File: src/rtl/serial_subtractor_pkg.sv
// ---------------------------------------------------------------------------
// serial_subtractor_pkg
// Shared definitions for the bit-serial subtractor:
//   state_t        - controller states (IDLE / RUN / DONE)
//   SS_DEFAULT_W   - default operand/result width
//   ss_cnt_width() - width of the bit counter for a given operand width
// ---------------------------------------------------------------------------
package serial_subtractor_pkg;

  localparam int SS_DEFAULT_W = 8;

  typedef enum logic [1:0] {
    ST_IDLE = 2'd0,
    ST_RUN  = 2'd1,
    ST_DONE = 2'd2
  } state_t;

  // One extra bit over clog2 so the counter can hold W itself; this also
  // keeps the counter at least one bit wide when W=1.
  function automatic int ss_cnt_width(input int w);
    return $clog2(w) + 1;
  endfunction

endpackage

File: src/rtl/serial_subtractor_full_subtractor.sv
// ---------------------------------------------------------------------------
// full_subtractor
// One-bit full subtractor used as the datapath slice of serial_subtractor.
// Ports:
//   a    in  minuend bit
//   b    in  subtrahend bit
//   bin  in  borrow in
//   d    out difference bit  a ^ b ^ bin
//   bout out borrow out      (~a & b) | (~(a ^ b) & bin)
// ---------------------------------------------------------------------------
module full_subtractor
  import serial_subtractor_pkg::*;
(
  input  logic a,
  input  logic b,
  input  logic bin,
  output logic d,
  output logic bout
);

  logic w_axb;

  assign w_axb = a ^ b;
  assign d     = w_axb ^ bin;
  assign bout  = (~a & b) | (~w_axb & bin);

endmodule

File: src/rtl/serial_subtractor.sv
// ---------------------------------------------------------------------------
// serial_subtractor
// Computes {Bout, D} = A - B - Bin one bit per clock, LSB first, using a
// single full_subtractor slice. Operands are captured on an in_valid/in_ready
// handshake, the result is presented on an out_valid/out_ready handshake.
//
// State table:
//   state   | meaning
//   IDLE    | waiting for operands, in_ready=1
//   RUN     | shifting W bits through the slice, one per cycle
//   DONE    | result held on D/Bout until out_ready
//
// Parameters:
//   W          operand/result width, 1..32
// Ports:
//   clk        rising-edge clock
//   rst_n      asynchronous active-low reset
//   in_valid   operands A/B/Bin present
//   in_ready   block can accept operands (IDLE)
//   A, B, Bin  minuend, subtrahend, borrow-in
//   out_valid  D/Bout hold a finished result (DONE)
//   out_ready  consumer accepts the result
//   D          difference A-B-Bin mod 2^W
//   Bout       borrow-out, 1 when A < B+Bin
//   busy       high in RUN and DONE
// ---------------------------------------------------------------------------
module serial_subtractor
  import serial_subtractor_pkg::*;
#(
  parameter int W = SS_DEFAULT_W
) (
  input  logic         clk,
  input  logic         rst_n,
  input  logic         in_valid,
  output logic         in_ready,
  input  logic [W-1:0] A,
  input  logic [W-1:0] B,
  input  logic         Bin,
  output logic         out_valid,
  input  logic         out_ready,
  output logic [W-1:0] D,
  output logic         Bout,
  output logic         busy
);

  localparam int CW = ss_cnt_width(W);

  state_t          r_state;
  logic [CW-1:0]   r_cnt;
  logic [W-1:0]    r_a;
  logic [W-1:0]    r_b;
  logic [W-1:0]    r_d;
  logic            r_br;
  logic            r_bout;

  logic            w_d;
  logic            w_bout;
  logic            w_last;

  // The slice always looks at bit 0 of the operand shift registers; the
  // running borrow lives in r_br between cycles.
  full_subtractor u_fs (
    .a    (r_a[0]),
    .b    (r_b[0]),
    .bin  (r_br),
    .d    (w_d),
    .bout (w_bout)
  );

  assign w_last = (r_cnt == CW'(W - 1));

  always_ff @(posedge clk or negedge rst_n) begin
    if (!rst_n) begin
      r_state <= ST_IDLE;
      r_cnt   <= '0;
      r_a     <= '0;
      r_b     <= '0;
      r_d     <= '0;
      r_br    <= 1'b0;
      r_bout  <= 1'b0;
    end else begin
      case (r_state)
        ST_IDLE: begin
          if (in_valid) begin
            r_a     <= A;
            r_b     <= B;
            r_br    <= Bin;
            r_cnt   <= '0;
            r_state <= ST_RUN;
          end
        end
        ST_RUN: begin
          r_a   <= r_a >> 1;
          r_b   <= r_b >> 1;
          r_br  <= w_bout;
          // New difference bit enters at the MSB; after W cycles the first
          // (LSB) bit has walked down to bit 0.
          r_d   <= (r_d >> 1) | (W'(w_d) << (W - 1));
          r_cnt <= r_cnt + CW'(1);
          if (w_last) begin
            r_bout  <= w_bout;
            r_state <= ST_DONE;
          end
        end
        ST_DONE: begin
          if (out_ready) begin
            r_state <= ST_IDLE;
          end
        end
        default: begin
          r_state <= ST_IDLE;
        end
      endcase
    end
  end

  // All handshake outputs decode the state register only, so nothing on the
  // input side reaches an output combinationally.
  assign in_ready  = (r_state == ST_IDLE);
  assign out_valid = (r_state == ST_DONE);
  assign busy      = (r_state != ST_IDLE);
  assign D         = r_d;
  assign Bout      = r_bout;

endmodule

File: config.mk
export PLATFORM = sky130hd
export DESIGN_NAME = serial_subtractor
export DESIGN_NICKNAME = d
export VERILOG_FILES = /design/src/rtl/serial_subtractor_pkg.sv /design/src/rtl/serial_subtractor_full_subtractor.sv /design/src/rtl/serial_subtractor.sv
export SDC_FILE = /design/constraint.sdc
export NUM_CORES = 1
export LEC_CHECK = 0
export ABC_AREA = 0
export CAP_MARGIN = 20
export CORE_MARGIN = 8
export CORE_UTILIZATION = 40
export DETAILED_ROUTE_END_ITERATION = 7
export PLACE_DENSITY = 0.66
export SLEW_MARGIN = 20
export SYNTH_ARGS = -nofsm -noshare
export SYNTH_HDL_FRONTEND = slang
export SYNTH_HIERARCHICAL = 1
export SYNTH_SLANG_ARGS = --single-unit
File: constraint.sdc
create_clock -name clk -period 1.6 [get_ports clk]
set_clock_uncertainty 0.15 [all_clocks]
set_input_delay 0.32 -clock clk [delete_from_list [all_inputs] [get_ports clk]]
set_output_delay 0.32 -clock clk [all_outputs]
set_load 0.005 [all_outputs]
Word level (Yosys, flattened, before mapping)
Cells that the tools add are included.
{"block": "op_classes", "muxes": 12, "bitwise": 8, "n_reduce_logical": 6, "n_addsub": 1, "eq_ne": 6}
{"operator": "8-bit one-hot mux with 2 select lines", "count": 2}
{"operator": "8-bit two-way mux", "count": 2}
{"operator": "7-bit by 8-bit bitwise OR with 8-bit output", "count": 1}
{"operator": "4-bit one-hot mux with 2 select lines", "count": 1}
{"operator": "2-bit two-way mux", "count": 3}
{"operator": "2-bit one-hot mux with 3 select lines", "count": 1}
{"operator": "4-bit by 1-bit adder with 4-bit output (second input constant)", "count": 1}
{"operator": "4-bit by 3-bit == test with 1-bit output (second input constant)", "count": 1}
{"operator": "4-bit two-way mux", "count": 1}
{"operator": "2-bit inequality test (second input constant)", "count": 2}
{"operator": "2-bit AND reduction", "count": 2}
{"operator": "2-bit nonzero test", "count": 2}
{"operator": "3-bit AND reduction", "count": 1}
{"operator": "1-bit bitwise AND", "count": 2}
{"operator": "2-bit by 1-bit == test with 1-bit output (second input constant)", "count": 1}
{"operator": "2-bit == test (second input constant)", "count": 1}
{"operator": "2-bit logical NOT", "count": 1}
{"operator": "2-bit by 1-bit inequality test with 1-bit output (second input constant)", "count": 1}
{"operator": "1-bit NOT", "count": 2}
{"operator": "1-bit one-hot mux with 2 select lines", "count": 1}
{"operator": "1-bit bitwise XOR", "count": 2}
{"operator": "1-bit two-way mux", "count": 1}
{"operator": "1-bit bitwise OR", "count": 1}
{"block": "totals", "register_bits": 32, "wordCells": 40}

Depth between registers and ports, before layout
Gate-level depths: netlist of run 1.
{"block": "depth", "word_depth": 5, "mapped_depth": 6, "mapped_depth_nobuf": 5}

Modules after synthesis
The synthesis of run 1 kept the hierarchy.
{"mod": "serial_subtractor", "seq_area_each_um2": 800.8, "area_per_inst_um2": 1475.2, "cells_each": 150, "n_inst": 1}
{"mod": "full_subtractor", "seq_area_each_um2": 0.0, "area_per_inst_um2": 31.3, "cells_each": 4, "n_inst": 1}

Worst setup path before layout of run 1
Ideal clock, no wire load.
{"block": "synth_path", "path_kind": "reg2reg", "from": "register r_cnt[0]", "to": "register r_bout (netlist: Bout)", "arrival_time_ns": 1.142, "required_time_ns": 1.325, "slack_ns": 0.183, "n_path_buf": 0, "stages_incl_launch_ff": 5, "setup_time_ns": 0.125, "synth_period_minus_slack_ns": 1.417, "path_cell_list": "dfrtp_1 -> ha_1 -> and3b_1 -> nand2_2 -> mux2_4"}
{"block": "synth_between", "elab_chain_len": 2}
{"item": "start, declared", "line": "serial_subtractor.sv:49", "rtl": "logic [CW-1:0] r_cnt;"}
{"item": "start signal, assigned", "line": "serial_subtractor.sv:99", "rtl": "r_cnt <= r_cnt + CW'(1);"}
{"item": "4-bit by 3-bit == test with 1-bit output", "line": "serial_subtractor.sv:70", "rtl": "assign w_last = (r_cnt == CW'(W - 1));"}
{"item": "2-bit AND reduction (no source line)"}
{"item": "end signal, assigned", "line": "serial_subtractor.sv:101", "rtl": "r_bout <= w_bout;"}
{"item": "end, declared", "line": "serial_subtractor.sv:54", "rtl": "logic r_bout;"}
Every way passes these cells.
A chain may end at the register's enable or synchronous reset.

Worst setup path in the final report of run 1
{"block": "layout_path", "from": "register r_state[0]", "to": "output in_ready"}
{"block": "layout_between", "elab_chain_len": 1}
{"item": "start, declared", "line": "serial_subtractor.sv:48", "rtl": "state_t r_state;"}
{"item": "start signal, assigned", "line": "serial_subtractor.sv:74", "rtl": "r_state <= ST_IDLE;"}
{"item": "start signal, assigned", "line": "serial_subtractor.sv:89", "rtl": "r_state <= ST_RUN;"}
{"item": "start signal, assigned", "line": "serial_subtractor.sv:102", "rtl": "r_state <= ST_DONE;"}
{"item": "2-bit logical NOT", "line": "serial_subtractor.sv:119", "rtl": "assign in_ready = (r_state == ST_IDLE);"}
{"item": "end, declared", "line": "serial_subtractor.sv:35", "rtl": "output logic in_ready,"}
Every way passes these cells.

==> results.md, run 1 <==
* Async set-reset flop share out of synthesis at 100%
* Outcome: finished, final reports clean
* #FFs+latches synth at 32
* Height of the chip at 77.4 um
* Port Buffers at 32
* First-pass iteration count of the detailed router at 4
* Distinct cells, synth at 28
* First-pass GRT wire length at 5990 um
* Clock slew at reported path FFs at 0.06 ns
* Top-count cell post-synth: nand2_1
* CORE AREA at 3630 um2
* Register-to-Register Setup Slack at 0.06 ns
* RR Endpoint: Bout
* CTS buffer count at 5
* GPL Wtd Cong at 0.745
* Filler instances at 345
* Largest net degree at the start of global routing at 33
* Logic pwr share at 44.2%
* Clk network pwr share at 16.5%
* Crit Path Max Fanout at 3
* Syn Nets at 177
* Reg2reg start: r_state[1]
* Worst Path Class, Setup: reg -> out
* Yosys top cell by area: dfrtp_1
* Register area share after synthesis at 53.2%
* Setup crit start: r_state[0]
* GRT Overall Usage at 12.2%
* Tightest Pin Transition at 0.380 ns
* CTS root buf: clkbuf_8
* DPL Wire Length at 2440 um
* DR vias/cell at 5.03
* Req. time, crit path at 1.13 ns
* Setup ws final at 0.0536 ns
* DIE AREA at 5990 um2
* Final wirelength at 3400 um
* Die Wd at 77.4 um
* Slew headroom at 74.6%
* Syn avg cell area at 9.78 um2
* Hold Crit Class: in -> async
* Mapped Cells at 154
* # diodes at 0
* Min Tclk post-route at 1.55 ns
* RSZ-0062 raised after global routing: yes
* Tcrit/Tclk final at 96.7%
* Antenna violations before repair at 0
* Layout cells sized above 1 at 19.9%
* CP Capture Type: output pin
* Worst Setup EP: in_ready
* Place WS at -0.267 ns
* Cell Rows at 22
* Wire length per cell at 13.7 um
* Reg2Reg Depth at 5
* CP peak stage delay at 0.42 ns
* Io pins at 33
* Area contributors post-synth: dfrtp_1 (53%), nand2_1 (9.0%), a22oi_1 (5.5%), o21ai_0 (4.0%), a21oi_1 (3.3%)
* Max clock buf depth at 2
* Iteration-0 DRC count of the detailed router at 26
* Sequential share of power at 39.3%
* EDFF count, synth at 0
* Ys Warns at 6
* Starting Density at 41.5%
* Switch share at 34.7%
* Vias post-DR at 1253
* Synth Flop Type: dfrtp_1
* Nets at 224
* CTS Sinks at 32
* Max Clock Freq at 647 MHz
* Overall Power at 3.46 mW
* Commonest cells post-synth: nand2_1 (36), dfrtp_1 (32), o21ai_0 (12), a22oi_1 (11), a21oi_1 (10)
* CTS tree: built
* Htree depth at 2
* Setup violations, final at 0
* Worst setup SP type: flop
* Cells along the critical path: nor2_2 -> clkdlybuf4s15_1
* Pint at 2.26 mW
* Number of global-route vias before repair at 1347
* Yosys top cell area share at 53.2%
* Peak VDD IR at 0.718 mV
* Area of the mapped netlist at 1510 um2
* Synth-to-Final Area Change at 39.1%
* Max-cap violations at 0
* Hold Violations, Final at 0
* Antenna-violating nets left at 0
* CP Data Arrival Time at 1.08 ns
* Crit-path slowest cell: dfrtp_1
* Gr ovfl total at 0
* Leakage at 1.01 nW
* Pwr Density at 1650 nW/um2
* # DRC at 0
* Final Slew Violations at 0
* # hold bufs at CTS at 0
* Worst-Skew Late Latency at 0.27 ns
* P_sw at 1.20 mW
timing repair:
action,4_1_cts,5_1_grt
gates resized for setup,16,14
setup buffers,8,0
pin swaps,1,1
setup endpoints to repair,15,13
power by group through the flow:
stage | Combinational, mW | Clock, mW | Sequential, mW
2_1_floorplan | 0.872 | 0 | 1.34
3_3_place_gp | 1.37 | 0 | 1.37
3_5_place_dp | 1.40 | 0 | 1.39
4_1_cts | 1.53 | 0.589 | 1.35
5_1_grt | 1.71 | 0.628 | 1.41
6_report | 1.53 | 0.570 | 1.36
layout make-up:
type | instances | area (um2) | share of cell area [%]
Inverter | 5 | 18.8 | 0.896
Tap cell | 48 | 60.1 | 2.87
Clock inverter | 1 | 5.00 | 0.239
Multi-Input combinational cell | 106 | 649 | 31.0
Timing Repair Buffer | 51 | 489 | 23.3
Clock buffer | 6 | 72.6 | 3.46
Sequential cell | 32 | 801 | 38.2
metrics by stage:
step | area [um2] | TNS, ns | util, % | hold slack (ns) | instances
3_5_place_dp | 1920 | -4.26 | 53.0 | 0.322 | 234
2_1_floorplan | 1510 | 0 | - | -0.126 | 154
4_1_cts | 2080 | -0.00740 | 57.2 | 0.273 | 249
3_3_place_gp | 1920 | -2.57 | 53.0 | 0.307 | 234
5_1_grt | 2100 | -0.00826 | 57.7 | 0.269 | 249
6_report | 2100 | 0 | 57.7 | 0.267 | 249
registers in the layout, indices dropped and copies added, names as in the netlist:
name and flops:
r_br 1, r_state 2, r_b 8, Bout 1, r_a 8, r_cnt 4
D 8
cell usage in the layout (no fill, tap or decap), types with 3 or more instances in the layout:
master and n:
a21oi_1 10, buf_6 3, buf_4 14, clkdlybuf4s50_1 20, inv_1 5, nand2_1 36
dlygate4sd2_1 6, dfrtp_1 32, clkbuf_8 5, dlymetal6s2s_1 3, o21ai_0 10, and3b_1 3
a22oi_2 4, a22oi_1 9, nor2b_1 7, o21ai_1 8
worst min path at each step:
stage,startpoint,to,cells after the start
6_report,rst_n,D[0],2
2_1_floorplan,rst_n,Bout,0
5_1_grt,rst_n,D[0],2
3_5_place_dp,r_b[6],r_b[6],2
4_1_cts,rst_n,D[0],2
3_3_place_gp,D[0],D[0],2
critical path: cells and delay by family, from the launching register on:
kind / cells / cell delay [ns]
flip-flops: 1 / 0.42
buffers and inverters: 1 / 0.23
AND/OR/NAND/NOR: 1 / 0.15
layer usage:
layer	global-route usage [%]	routed length, um	up-vias
met5	0	0	-
met2	20.2	1570	31
met1	13.9	1620	602
met3	5.18	193	2
li1	-	-	618
met4	3.96	14	0
cell families (layout without fill, tap and decap cells):
group                    after synthesis  in the layout  synth area share, %
adder cells (fa/ha/maj)                2              2                 2.16
flip-flops                            32             32                 53.2
multiplexers                           2              2                 1.74
buffers and inverters                 16             63                 5.90
AO/OA/AOI/OAI                         46             46                 19.6
AND/OR/NAND/NOR                       56             56                 17.4
Power figures use the tool's default switching activity.
==> run 2: changes to the inputs <==
--- a/config.mk
+++ b/config.mk
@@ -16,3 +16,4 @@
 export SYNTH_HDL_FRONTEND = slang
 export SYNTH_HIERARCHICAL = 1
 export SYNTH_SLANG_ARGS = --single-unit
+export TNS_END_PERCENT = 30
==> run 2 against run 1 <==
Worst setup slack got worse by 0.019 ns. Combinational power fell by 11%. Sequential cell count unchanged. Cell count down 2.8%. Design area shrank 3.2%. Via count fell by 2.2%. Hold slack got worse by 0.0051 ns. Total power shrank 3.9%. Maximum frequency decreased by 1.2%. Routed wire length shrank 1.3%. Die area is the same. Utilization down 1.9 points. Largest power group is now registers. Highest routed layer unchanged.
==> results.md, run 2 (synthesis gave the netlist of run 1 again) <==
* Outcome: finished, final reports clean
* Height of the chip at 77.4 um
* Hold Violations, Final at 0
* Crit Path Max Fanout at 7
* Bufs and invs on worst path at 2
* GPL Wtd Cong at 0.745
* Crit-path slowest cell: dfrtp_1
* Starting Density at 41.5%
* Leakage at 0.944 nW
* Worst-Skew Late Latency at 0.28 ns
* Cell area after layout at 2030 um2
* # hold bufs at CTS at 0
* Worst setup SP type: flop
* Most common cell after layout, fill and taps aside: nand2_1
* Req. time, crit path at 1.61 ns
* Pwr Density at 1640 nW/um2
* Final wirelength at 3360 um
* Largest net degree at the start of global routing at 33
* Antenna violations before repair at 0
* CTS tree: built
* DIE AREA at 5990 um2
* RSZ-0062 raised after global routing: yes
* Worst Path Class, Setup: reg -> reg
* Hold Crit Class: in -> async
* Htree depth at 2
* Gr ovfl total at 0
* Layout cells sized above 1 at 17.0%
* Reg2reg start: r_state[1]
* DPL Wire Length at 2440 um
* GRT Overall Usage at 12.1%
* CTS buffer count at 5
* Clock slew at reported path FFs at 0.06 ns
* Tightest Pin Transition at 0.378 ns
* Reg2Reg Depth at 5
* CP peak stage delay at 0.40 ns
* CORE AREA at 3630 um2
* Setup violations, final at 0
* Min Tclk post-route at 1.57 ns
* Synth-to-Final Area Change at 34.6%
* CP Data Arrival Time at 1.58 ns
* CTS root buf: clkbuf_8
* DR vias/cell at 5.06
* Post-layout util at 55.8%
* Antenna-violating nets left at 0
* CP Capture Type: flop
* Nets at 217
* Iteration-0 DRC count of the detailed router at 25
* Number of global-route vias before repair at 1319
* Peak VDD IR at 0.711 mV
* Wire length per cell at 13.9 um
* Register-to-Register Setup Slack at 0.03 ns
* Max Clock Freq at 639 MHz
* # DRC at 0
* Final Slew Violations at 0
* Cells along the critical path: buf_6 -> buf_4 -> and2b_2 -> nand2_2 -> mux2_4
* Max-cap violations at 0
* Commonest non-fill, non-tap cells in the layout: nand2_1 (36), dfrtp_1 (32), clkdlybuf4s50_1 (20)
* Slew headroom at 74.7%
* Tcrit/Tclk final at 97.9%
* CTS Sinks at 32
* Io pins at 33
* RR Endpoint: Bout
* Cell Rows at 22
* Top Family by Delay on Critical Path: flip-flops
* Placed cell area at 1920 um2
* First-pass iteration count of the detailed router at 4
* First-pass GRT wire length at 5950 um
* Port Buffers at 32
* Die Wd at 77.4 um
* Vias post-DR at 1225
* # diodes at 0
* Max clock buf depth at 2
* Filler instances at 355
==> run 2: how the worst max path moves through the flow <==
stage / from / endpoint / slack, ns / cells past startpoint
floorplan: r_cnt[0] / Bout / 0.18 / 4
global placement: in_valid / r_b[2] / -0.15 / 5
detailed placement: in_valid / r_a[5] / -0.27 / 4
CTS: r_state[1] / busy / -0.007 / 3
global route: r_state[0] / in_ready / -0.008 / 2
finish: r_state[1] / Bout / 0.03 / 5
==> run 2: where the power goes <==
group	leakage [nW]	internal [mW]	switching, mW
sequential	0.410	1.14	0.246
combinational	0.493	0.710	0.654
clock	0.0410	0.295	0.279
==> run 2: per-stage QoR <==
stage	setup TNS (ns)	hold WS, ns	worst slack (ns)	total power [mW]	std cells
floorplan	0	-0.126	0.183	2.21	154
global placement	-2.57	0.307	-0.153	2.74	234
detailed placement	-4.26	0.322	-0.267	2.79	234
CTS	-0.00740	0.273	-0.00740	3.33	242
global route	-0.00829	0.269	-0.00826	3.60	242
finish	0	0.262	0.0342	3.32	242
==> run 2: layout make-up <==
class | count | area (um2) | area share [%]
flip-flops and latches | 32 | 801 | 39.5
repair buffers | 44 | 422 | 20.8
multi-input cells | 106 | 649 | 32.0
well taps | 48 | 60.1 | 2.96
clock inverters | 1 | 5.00 | 0.247
clock buffers | 6 | 72.6 | 3.58
inverters | 5 | 18.8 | 0.925
==> run 2: timing repair <==
item | in CTS | in global routing
gates resized for setup | 19 | 10
setup endpoints to repair | 15 | 10
pin swaps | 1 | 1
setup buffers | 1 | 0
==> run 2: layer usage <==
| metal | global-route usage (%) | vias up | share of wire [%] |
|---|---|---|---|
| li1 | - | 602 | - |
| met2 | 19.8 | 32 | 46 |
| met3 | 5.18 | 2 | 5.8 |
| met5 | 0 | - | 0 |
| met4 | 3.96 | 0 | 0.42 |
| met1 | 13.9 | 589 | 48 |
==> run 3: changes to the inputs <==
--- a/config.mk
+++ b/config.mk
@@ -16,4 +16,3 @@
 export SYNTH_HDL_FRONTEND = slang
 export SYNTH_HIERARCHICAL = 1
 export SYNTH_SLANG_ARGS = --single-unit
-export TNS_END_PERCENT = 30
==> results of run 3 <==
The final DEF is identical to that of run 1; final timing and power are the same.
